--- config.mk ---
export PLATFORM = sky130hd
export DESIGN_NAME = can_acceptance_filter_bank
export DESIGN_NICKNAME = d
export VERILOG_FILES = /design/src/rtl/can_acceptance_filter_bank.sv
export SDC_FILE = /design/constraint.sdc
export NUM_CORES = 1
export LEC_CHECK = 0
export CAP_MARGIN = 20
export CORE_UTILIZATION = 45
export CTS_BUF_LIST = sky130_fd_sc_hd__clkbuf_8
export CTS_CLUSTER_SIZE = 16
export DETAILED_ROUTE_END_ITERATION = 12
export SYNTH_ARGS = -nofsm -noshare
export SYNTH_HDL_FRONTEND = slang
export SYNTH_SLANG_ARGS = --single-unit
--- constraint.sdc ---
create_clock -name clk_i -period 11.4 [get_ports clk_i]
set_input_delay 2.28 -clock clk_i [delete_from_list [all_inputs] [get_ports clk_i]]
set_output_delay 2.28 -clock clk_i [all_outputs]
set_load 0.1 [all_outputs]
--- src/rtl/can_acceptance_filter_bank.sv ---
// can_acceptance_filter_bank: multi-bank CAN acceptance filter scanned one bank per cycle
// Ports:
//   clk_i, rst_i                 clock, synchronous active-high reset
//   hdr_valid/hdr_ready          header handshake; hdr_ide, hdr_id, hdr_rtr, hdr_data0/1 carry the header
//   result_valid                 one-cycle decision pulse; result_accept/hit/index hold until the next one
//   cfg_we/cfg_re/cfg_addr       register access, bank in cfg_addr[AW-1:2], word in cfg_addr[1:0]
//   cfg_wdata/cfg_rdata          write data / registered read data
//   cfg_err                      pulses the cycle after a write dropped outside IDLE
module can_acceptance_filter_bank #(
   parameter int NUM_FILTERS = 4,
   parameter int CNT_WIDTH = 16,
   localparam int AW = $clog2(NUM_FILTERS) + 2
) (
   input  logic          clk_i,
   input  logic          rst_i,
   input  logic          hdr_valid,
   output logic          hdr_ready,
   input  logic          hdr_ide,
   input  logic [28:0]   hdr_id,
   input  logic          hdr_rtr,
   input  logic [7:0]    hdr_data0,
   input  logic [7:0]    hdr_data1,
   output logic          result_valid,
   output logic          result_accept,
   output logic          result_hit,
   output logic [3:0]    result_index,
   input  logic          cfg_we,
   input  logic          cfg_re,
   input  logic [AW-1:0] cfg_addr,
   input  logic [31:0]   cfg_wdata,
   output logic [31:0]   cfg_rdata,
   output logic          cfg_err
);
   typedef enum logic [1:0] {IDLE, SCAN, DONE} st_t;
   st_t st, nst;
   logic [3:0] k, idx;
   logic [31:0] m, vb;
   logic ide, hit, any_en;
   logic [31:0] code [NUM_FILTERS];
   logic [31:0] mask [NUM_FILTERS];
   logic [2:0] ctrl [NUM_FILTERS];
   logic [CNT_WIDTH-1:0] cnt [NUM_FILTERS];
   logic [AW-1:0] bsel;
   logic [31:0] k_code, k_mask, rd_word;
   logic [2:0] k_ctrl;
   logic mk, last, wr_ok;
   assign bsel = cfg_addr >> 2;
   assign last = k == 4'(NUM_FILTERS - 1);
   assign wr_ok = cfg_we & (st == IDLE);
   always_comb begin
      k_code = '0;
      k_mask = '0;
      k_ctrl = '0;
      rd_word = '0;
      for (int i = 0; i < NUM_FILTERS; i++) begin
         if (k == 4'(i)) begin
            k_code = code[i];
            k_mask = mask[i];
            k_ctrl = ctrl[i];
         end
         if (bsel == AW'(i))
            rd_word = cfg_addr[1:0] == 2'd0 ? code[i] :
                      cfg_addr[1:0] == 2'd1 ? mask[i] :
                      cfg_addr[1:0] == 2'd2 ? {29'b0, ctrl[i]} : 32'(cnt[i]);
      end
   end
   // vb clears the positions that carry no header information so they always compare equal
   assign mk = k_ctrl[0]
             & (k_ctrl[2:1] == 2'b00 | (k_ctrl[2:1] == 2'b01 & ~ide) | (k_ctrl[2:1] == 2'b10 & ide))
             & ~|((m ^ k_code) & ~k_mask & vb);
   always_ff @(posedge clk_i) st <= rst_i ? IDLE : nst;
   always_comb nst = st == IDLE ? (hdr_valid ? SCAN : IDLE) : st == SCAN ? (last ? DONE : SCAN) : IDLE;
   always_comb begin
      hdr_ready = st == IDLE;
      result_valid = st == DONE;
   end
   always_ff @(posedge clk_i) begin
      if (rst_i) begin
         k <= '0;
         m <= '0;
         vb <= '0;
         ide <= 1'b0;
         hit <= 1'b0;
         any_en <= 1'b0;
         idx <= '0;
         result_accept <= 1'b0;
         result_hit <= 1'b0;
         result_index <= '0;
         cfg_rdata <= '0;
         cfg_err <= 1'b0;
      end else begin
         cfg_err <= cfg_we & (st != IDLE);
         if (cfg_re) cfg_rdata <= rd_word;
         if (st == IDLE && hdr_valid) begin
            m <= hdr_ide ? {hdr_id, hdr_rtr, 2'b0} : {hdr_id[10:0], hdr_rtr, 4'b0, hdr_data0, hdr_data1};
            vb <= hdr_ide ? 32'hFFFF_FFFC : 32'hFFF0_FFFF;
            ide <= hdr_ide;
            k <= '0;
            hit <= 1'b0;
            any_en <= 1'b0;
            idx <= '0;
         end
         if (st == SCAN) begin
            k <= k + 4'd1;
            hit <= hit | mk;
            any_en <= any_en | k_ctrl[0];
            if (mk & ~hit) idx <= k;
            // fold in the last bank directly so the result is ready in DONE
            if (last) begin
               result_hit <= hit | mk;
               result_accept <= hit | mk | ~(any_en | k_ctrl[0]);
               result_index <= hit ? idx : mk ? k : 4'd0;
            end
         end
      end
   end
   always_ff @(posedge clk_i) begin
      if (rst_i) begin
         for (int i = 0; i < NUM_FILTERS; i++) begin
            code[i] <= '0;
            mask[i] <= '1;
            ctrl[i] <= '0;
            cnt[i] <= '0;
         end
      end else begin
         for (int i = 0; i < NUM_FILTERS; i++) begin
            if (st == SCAN && k == 4'(i) && mk && ~&cnt[i]) cnt[i] <= cnt[i] + 1'b1;
            if (wr_ok && bsel == AW'(i)) begin
               if (cfg_addr[1:0] == 2'd0) code[i] <= cfg_wdata;
               if (cfg_addr[1:0] == 2'd1) mask[i] <= cfg_wdata;
               if (cfg_addr[1:0] == 2'd2) ctrl[i] <= cfg_wdata[2:0];
               if (cfg_addr[1:0] == 2'd3) cnt[i] <= '0;
            end
         end
      end
   end
endmodule

==> impl_results.md, run 1 <==
- Vias in the first global route: 17314
- RSZ-0062 raised after global routing: false
- Status: finished clean
- Core area: 49400 um^2
- Met3 Use GR: 8.06%
- Crit path kind: reg -> reg
- F_max: 158 MHz
- Fillers: 4402
- Port bufs: 128
- Top cell type's share of synthesized area: 43.9%
- Initial antenna violation count: 1
- Num CTS Buffers: 73
- Crit-path max FO: 41
- Clock Pin Slew Worst Setup and Hold Paths: 60 ps
- Largest net degree at the start of global routing: 84
- Register area: 11700 um^2
- Max_cap viols: 0
- Post-synthesis compound-gate area fraction: 13.9%
- Layer with the highest usage: met2
- PD cells: 141 nW/um^2
- Starting Density: 46.1%
- Synth Cell Area: 22700 um^2
- Slew Viols, Final: 0
- Final std cells w/o fill: 2988
- Postcts setup bufs: 0
- Cells on worst reg2reg path: 13
- Largest family of logic cells by synthesized area: simple AND/OR/NAND/NOR gates
- Final setup viols: 0
- Commonest non-fill, non-tap cell in the layout: edfxtp_1
- Hold Path Class: reg -> reg
- Top post-synthesis cells by area: edfxtp_1 (44%), dfxtp_1 (7.6%), mux2i_1 (5.6%)
- Commonest cells after routing, fill and taps aside: edfxtp_1 (332), nor2_1 (180), nand2_1 (168), a21oi_1 (154), and2_1 (141)
- CP required: 11710 ps
- Ys async rst share: 0%
- Post-Place Cells: 2856
- Startpoint Class: register
- First-pass GRT wire length: 117000 um
- Slew headroom: 19.7%
- CP Cell Sequence: inv_1 > ha_2 > buf_4 > inv_1 > buf_4 > or3_1 > o2111ai_1 > xor2_1 > o22ai_1 > or4_1 > o31ai_4 > nand4_4 > nand2_1
- Worst Skew: 43.2 ps
- # diodes: 0
- Crit path buf inv count: 4
- Slew @ Worst Pin: 1200 ps
- Gr usage total: 31.5%
- CTS H-Tree Depth: 3
- XOR/XNOR Fraction of Synth Area: 2.93%
- Dpl hpwl: 54300 um
- Simple-gate portion of the synthesized area: 20.4%
- Worst IR Drop VDD: 74.8 uV
- Layout area overhead: 14.0%
- DRC: 0
- Crit. path cell count: 13
- Distinct cells, synth: 78
- Met1 Use GR: 43.8%
- Clock Sinks: 418
- Antenna Nets Post-Route: 0
- Cells after synthesis: 2194
- Root Driver: clkbuf_8
- Starting DRT DRC Count: 2166
- Leakage: 0.00883 uW
- Worst EP arrival: 6620 ps
- Wirelength per Cell: 26.8 um
- Area of the multi-input gates: 10200 um^2
- Final setup TNS: 0 ps
- CTS tree: yes
- Hold path depth: 2
- Post-synthesis sequential area ratio: 51.4%
- CP endpoint kind: register
- Yosys reg bits: 418
- Clock latency on the worst-skew pair: 680 ps
- Die Area: 51400 um^2
- Vias per inst: 6.12
- Final Hold Fails: 0
- Drt first pass iters: 5
- Final worst path period share: 55.4%
- IO Count: 129
- Congestion Overflow GR: 0
- Critical Path Max Stage Delay: 740 ps
- Main synth FF type: edfxtp_1
- Area leader, netlist: edfxtp_1
- Routed vias: 18279
- CP max-delay cell: o31ai_4
- Final #Nets: 2364
- CTS Hold Bufs: 0
- Met2 Track Usage GR: 45.2%
- Chip height: 227 um
- Minimum clock period: 6310 ps
- Yosys warning total: 0
- Final WL: 80000 um
- Post-synth EDFFs: 332
- Mux cell area share after synthesis: 7.12%
- Mean Syn Cell Area: 10.4 um^2
- Layout cells sized above 1: 15.3%
- Clk buf depth: 3
- Mapped Nets: 2290
- GPL Wtd Cong: 0.940
- Row Count: 81
- # resized after CTS: 0
- Die width: 227 um
- Synth Area in Adders: 0.440%
- Crit path max-delay family: simple AND/OR/NAND/NOR gates
registers in the layout, summed over array words and instances (netlist names):
| register | count |
|---|---|
| code | 128 |
| mask | 128 |
| cnt | 64 |
| cfg_rdata | 32 |
| m | 32 |
| ctrl | 12 |
| idx | 4 |
| k | 4 |
| result_index | 4 |
| vb | 3 |
| st | 2 |
| any_en | 1 |
| cfg_err | 1 |
| hit | 1 |
| result_accept | 1 |
| result_hit | 1 |
cell type report:
cell class,count,area share (%)
timing repair buffer,173,6.31
clock buffer,83,4.41
inverter,28,0.406
sequential,418,45.1
tap,664,3.21
clock inverter,48,1.06
multi-input combinational,1574,39.5
worst paths after layout:
path / endpoint / slack, ps / from
max: cnt[0][15]$_SDFFCE_PP0P_ / 5090 / k[0]$_SDFFE_PP0P_
min: idx[3]$_SDFF_PP0_ / 440 / idx[3]$_SDFF_PP0_
max reg2reg: cnt[0][15]$_SDFFCE_PP0P_ / 5090 / k[0]$_SDFFE_PP0P_
min reg2reg: idx[3]$_SDFF_PP0_ / 440 / idx[3]$_SDFF_PP0_
per-stage QoR:
step	setup WS, ps	cell area, um^2	util (%)	hold slack, ps	total power, uW
after floorplan	6620	22700	-	410	2110
after global placement	5390	24400	49.5	421	2310
after detailed placement	5250	24500	49.6	428	2320
after CTS	5200	25900	52.5	436	3670
after global routing	4900	25900	52.5	445	3780
final	5090	25900	52.5	438	3660
cell families (layout without fill, tap and decap cells):
| family | count (synthesis) | in the layout |
|---|---|---|
| DFF | 418 | 418 |
| xor gates and xnor gates | 76 | 76 |
| AOI/OAI and AO/OA | 474 | 474 |
| and+or+nand+nor | 871 | 871 |
| buffers and inverters | 202 | 332 |
| muxes | 145 | 145 |
| adders and majority gates | 8 | 8 |
worst register-to-register path, cell delays in order, from the launching register on:
cell	delay (ps)
dfxtp_1	400
inv_1	150
ha_2	630
buf_4	600
inv_1	470
buf_4	380
or3_1	350
o2111ai_1	150
xor2_1	190
o22ai_1	120
or4_1	600
o31ai_4	740
nand4_4	480
nand2_1	690
synth_stat cells, types with 6 or more instances:
library cell  instances
edfxtp_1            332
nor2_1              181
nand2_1             172
a21oi_1             154
and2_1              143
or2_2               129
mux2i_1             128
clkbuf_1            115
dfxtp_1              86
o21ai_0              62
nand3_1              56
a211oi_1             50
xnor2_1              39
xor2_1               37
o211ai_1             32
nand2b_1             30
and3_1               28
inv_1                28
a221oi_1             27
nor2_2               27
buf_2                24
nand3b_1             21
buf_1                20
o22ai_1              19
o2111ai_1            18
a31oi_1              17
nor3_1               17
o221ai_1             17
nor2b_1              14
a221o_1              13
mux4_2               13
or3_1                12
buf_4                 8
ha_1                  8
nand4_1               8
a22oi_1               7
a2bb2oi_1             7
buf_6                 7
nor3b_1               6
o21a_1                6
o31ai_1               6
layer usage:
| metal | share of wire (%) | wire [um] |
|---|---|---|
| met1 | 41 | 32900 |
| met2 | 43 | 34400 |
| met3 | 11 | 8650 |
| met4 | 5.1 | 4110 |
| met5 | 0.014 | 11 |
power by group:
| part | internal, uW | total, uW | switching [uW] | leakage, uW |
|---|---|---|---|---|
| combinational | 183 | 536 | 353 | 0.00431 |
| clock | 715 | 1360 | 646 | 0.000801 |
| sequential | 1700 | 1770 | 68.6 | 0.00371 |
(Power assumes the default switching activity.)
==> inputs of run 2 (changes only) <==
--- a/config.mk
+++ b/config.mk
@@ -10,6 +10,7 @@
 export CTS_BUF_LIST = sky130_fd_sc_hd__clkbuf_8
 export CTS_CLUSTER_SIZE = 16
 export DETAILED_ROUTE_END_ITERATION = 12
+export PLACE_DENSITY = 0.65
 export SYNTH_ARGS = -nofsm -noshare
 export SYNTH_HDL_FRONTEND = slang
 export SYNTH_SLANG_ARGS = --single-unit
==> constraint.sdc (replaced) <==
create_clock -name clk_i -period 5.55 [get_ports clk_i]
set_input_delay 1.11 -clock clk_i [delete_from_list [all_inputs] [get_ports clk_i]]
set_output_delay 1.11 -clock clk_i [all_outputs]
set_load 0.1 [all_outputs]
==> impl_results.md, run 2 (synthesis gave the netlist of run 1 again) <==
- CTS Hold Bufs: 0
- RSZ-0062 raised after global routing: false
- Commonest non-fill, non-tap cell in the layout: edfxtp_1
- Vias in the first global route: 17647
- Routed vias: 18724
- IO Count: 129
- Worst IR Drop VDD: 149 uV
- Final #Nets: 2388
- Final WL: 80800 um
- Final setup viols: 0
- Antenna Nets Post-Route: 0
- Slew @ Worst Pin: 1170 ps
- Final design utilization: 53.0%
- Worst Skew: 42.1 ps
- Initial antenna violation count: 2
- Chip height: 227 um
- # resized after CTS: 0
- Clock Sinks: 418
- Fillers: 4386
- Final setup TNS: 0 ps
- CP endpoint kind: register
- CTS tree: yes
- CTS H-Tree Depth: 3
- Clock latency on the worst-skew pair: 670 ps
- Gr usage total: 31.6%
- Critical Path Max Stage Delay: 750 ps
- Slew Viols, Final: 0
- Die Area: 51400 um^2
- F_max: 206 MHz
- Starting Density: 46.1%
- Drt first pass iters: 7
- Status: finished clean
- Congestion Overflow GR: 0
- Root Driver: clkbuf_8
- Clk buf depth: 3
- Core area: 49400 um^2
- CP max-delay cell: ha_4
- Hold Path Class: reg -> reg
- Dpl hpwl: 56600 um
- Row Count: 81
- Clock Pin Slew Worst Setup and Hold Paths: 60 ps
- Area of the multi-input gates: 10200 um^2
- Vias per inst: 6.21
- CP Cell Sequence: inv_1 > ha_4 > nor2b_2 > buf_12 > a221oi_1 > mux2_2 > o211ai_1 > a31oi_1 > nor4b_1 > and2_1 > nand4_4 > nand2_1
- Leakage: 0.00897 uW
- Final worst path period share: 87.3%
- Tot Pwr: 7520 uW
- Register area: 11700 um^2
- GPL Wtd Cong: 1.00
- Crit-path max FO: 77
- Commonest cells after routing, fill and taps aside: edfxtp_1 (332), nor2_1 (180), nand2_1 (169), a21oi_1 (154), and2_1 (141)
- Starting DRT DRC Count: 2648
- Postcts setup bufs: 0
- Largest net degree at the start of global routing: 83
- Largest registers: code x128, mask x128, cnt x64
- Layout area overhead: 15.0%
- Port bufs: 128
- Num CTS Buffers: 74
- Final Hold Fails: 0
- Die width: 227 um
- Max_cap viols: 0
- Worst EP arrival: 5120 ps
- Layout cells sized above 1: 16.1%
- Crit path kind: reg -> reg
- CP required: 5830 ps
- Startpoint Class: register
- PD cells: 288 nW/um^2
- Slew headroom: 22.2%
- DRC: 0
- First-pass GRT wire length: 117000 um
- Wirelength per Cell: 26.8 um
- Minimum clock period: 4850 ps
-- run 2: path summary, 6_finish.rpt --
path,slack (ps),startpoint,cells past startpoint,end
worst max-delay path,700,k[1]$_SDFFE_PP0P_,12,cnt[2][2]$_SDFFCE_PP0P_
worst min-delay path,440,idx[2]$_SDFF_PP0_,2,idx[2]$_SDFF_PP0_
worst max register to register,700,k[1]$_SDFFE_PP0P_,12,cnt[2][2]$_SDFFCE_PP0P_
worst min register to register,440,idx[2]$_SDFF_PP0_,2,idx[2]$_SDFF_PP0_
-- run 2: through the flow --
step	setup slack, ps	cell area [um^2]	instances	hold slack [ps]
2_1_floorplan	959	22700	2194	410
3_3_place_gp	1040	24700	2879	424
3_5_place_dp	833	24700	2879	431
4_1_cts	802	26100	3012	441
5_1_grt	403	26100	3014	458
6_report	703	26100	3015	440
-- run 2: routing by layer --
layer / wire, um / part of all wire, % / track usage [%] / up-vias
met3: 9510 / 12 / 8.31 / 208
met2: 34100 / 42 / 45.5 / 1196
li1: - / - / - / 8201
met4: 3970 / 4.9 / 16.0 / 0
met5: 0 / 0 / 0 / -
met1: 33300 / 41 / 43.6 / 9119
-- run 2: layout make-up --
cell class                      count  area share, %
Sequential cell                   418           44.7
Multi-Input combinational cell   1574           39.1
Clock inverter                     50           1.01
Clock buffer                       83           4.37
Antenna cell                        2         0.0191
Tap cell                          664           3.18
Inverter                           28          0.402
Timing Repair Buffer              196           7.17
-- run 2: report_power, final --
| part | switching [uW] | total, uW | internal, uW |
|---|---|---|---|
| clock | 1310 | 2770 | 1460 |
| sequential | 144 | 3630 | 3490 |
| combinational | 723 | 1120 | 394 |
| total | 2180 | 7520 | 5340 |
-- run 2: critical path: cells and delay by family (launching register included) --
kind	cells	cell delay, ps
flip-flops	1	370
AND/OR/NAND/NOR	5	1720
buffers and inverters	2	390
AO/OA/AOI/OAI	3	790
multiplexers	1	380
adder cells (fa/ha/maj)	1	750
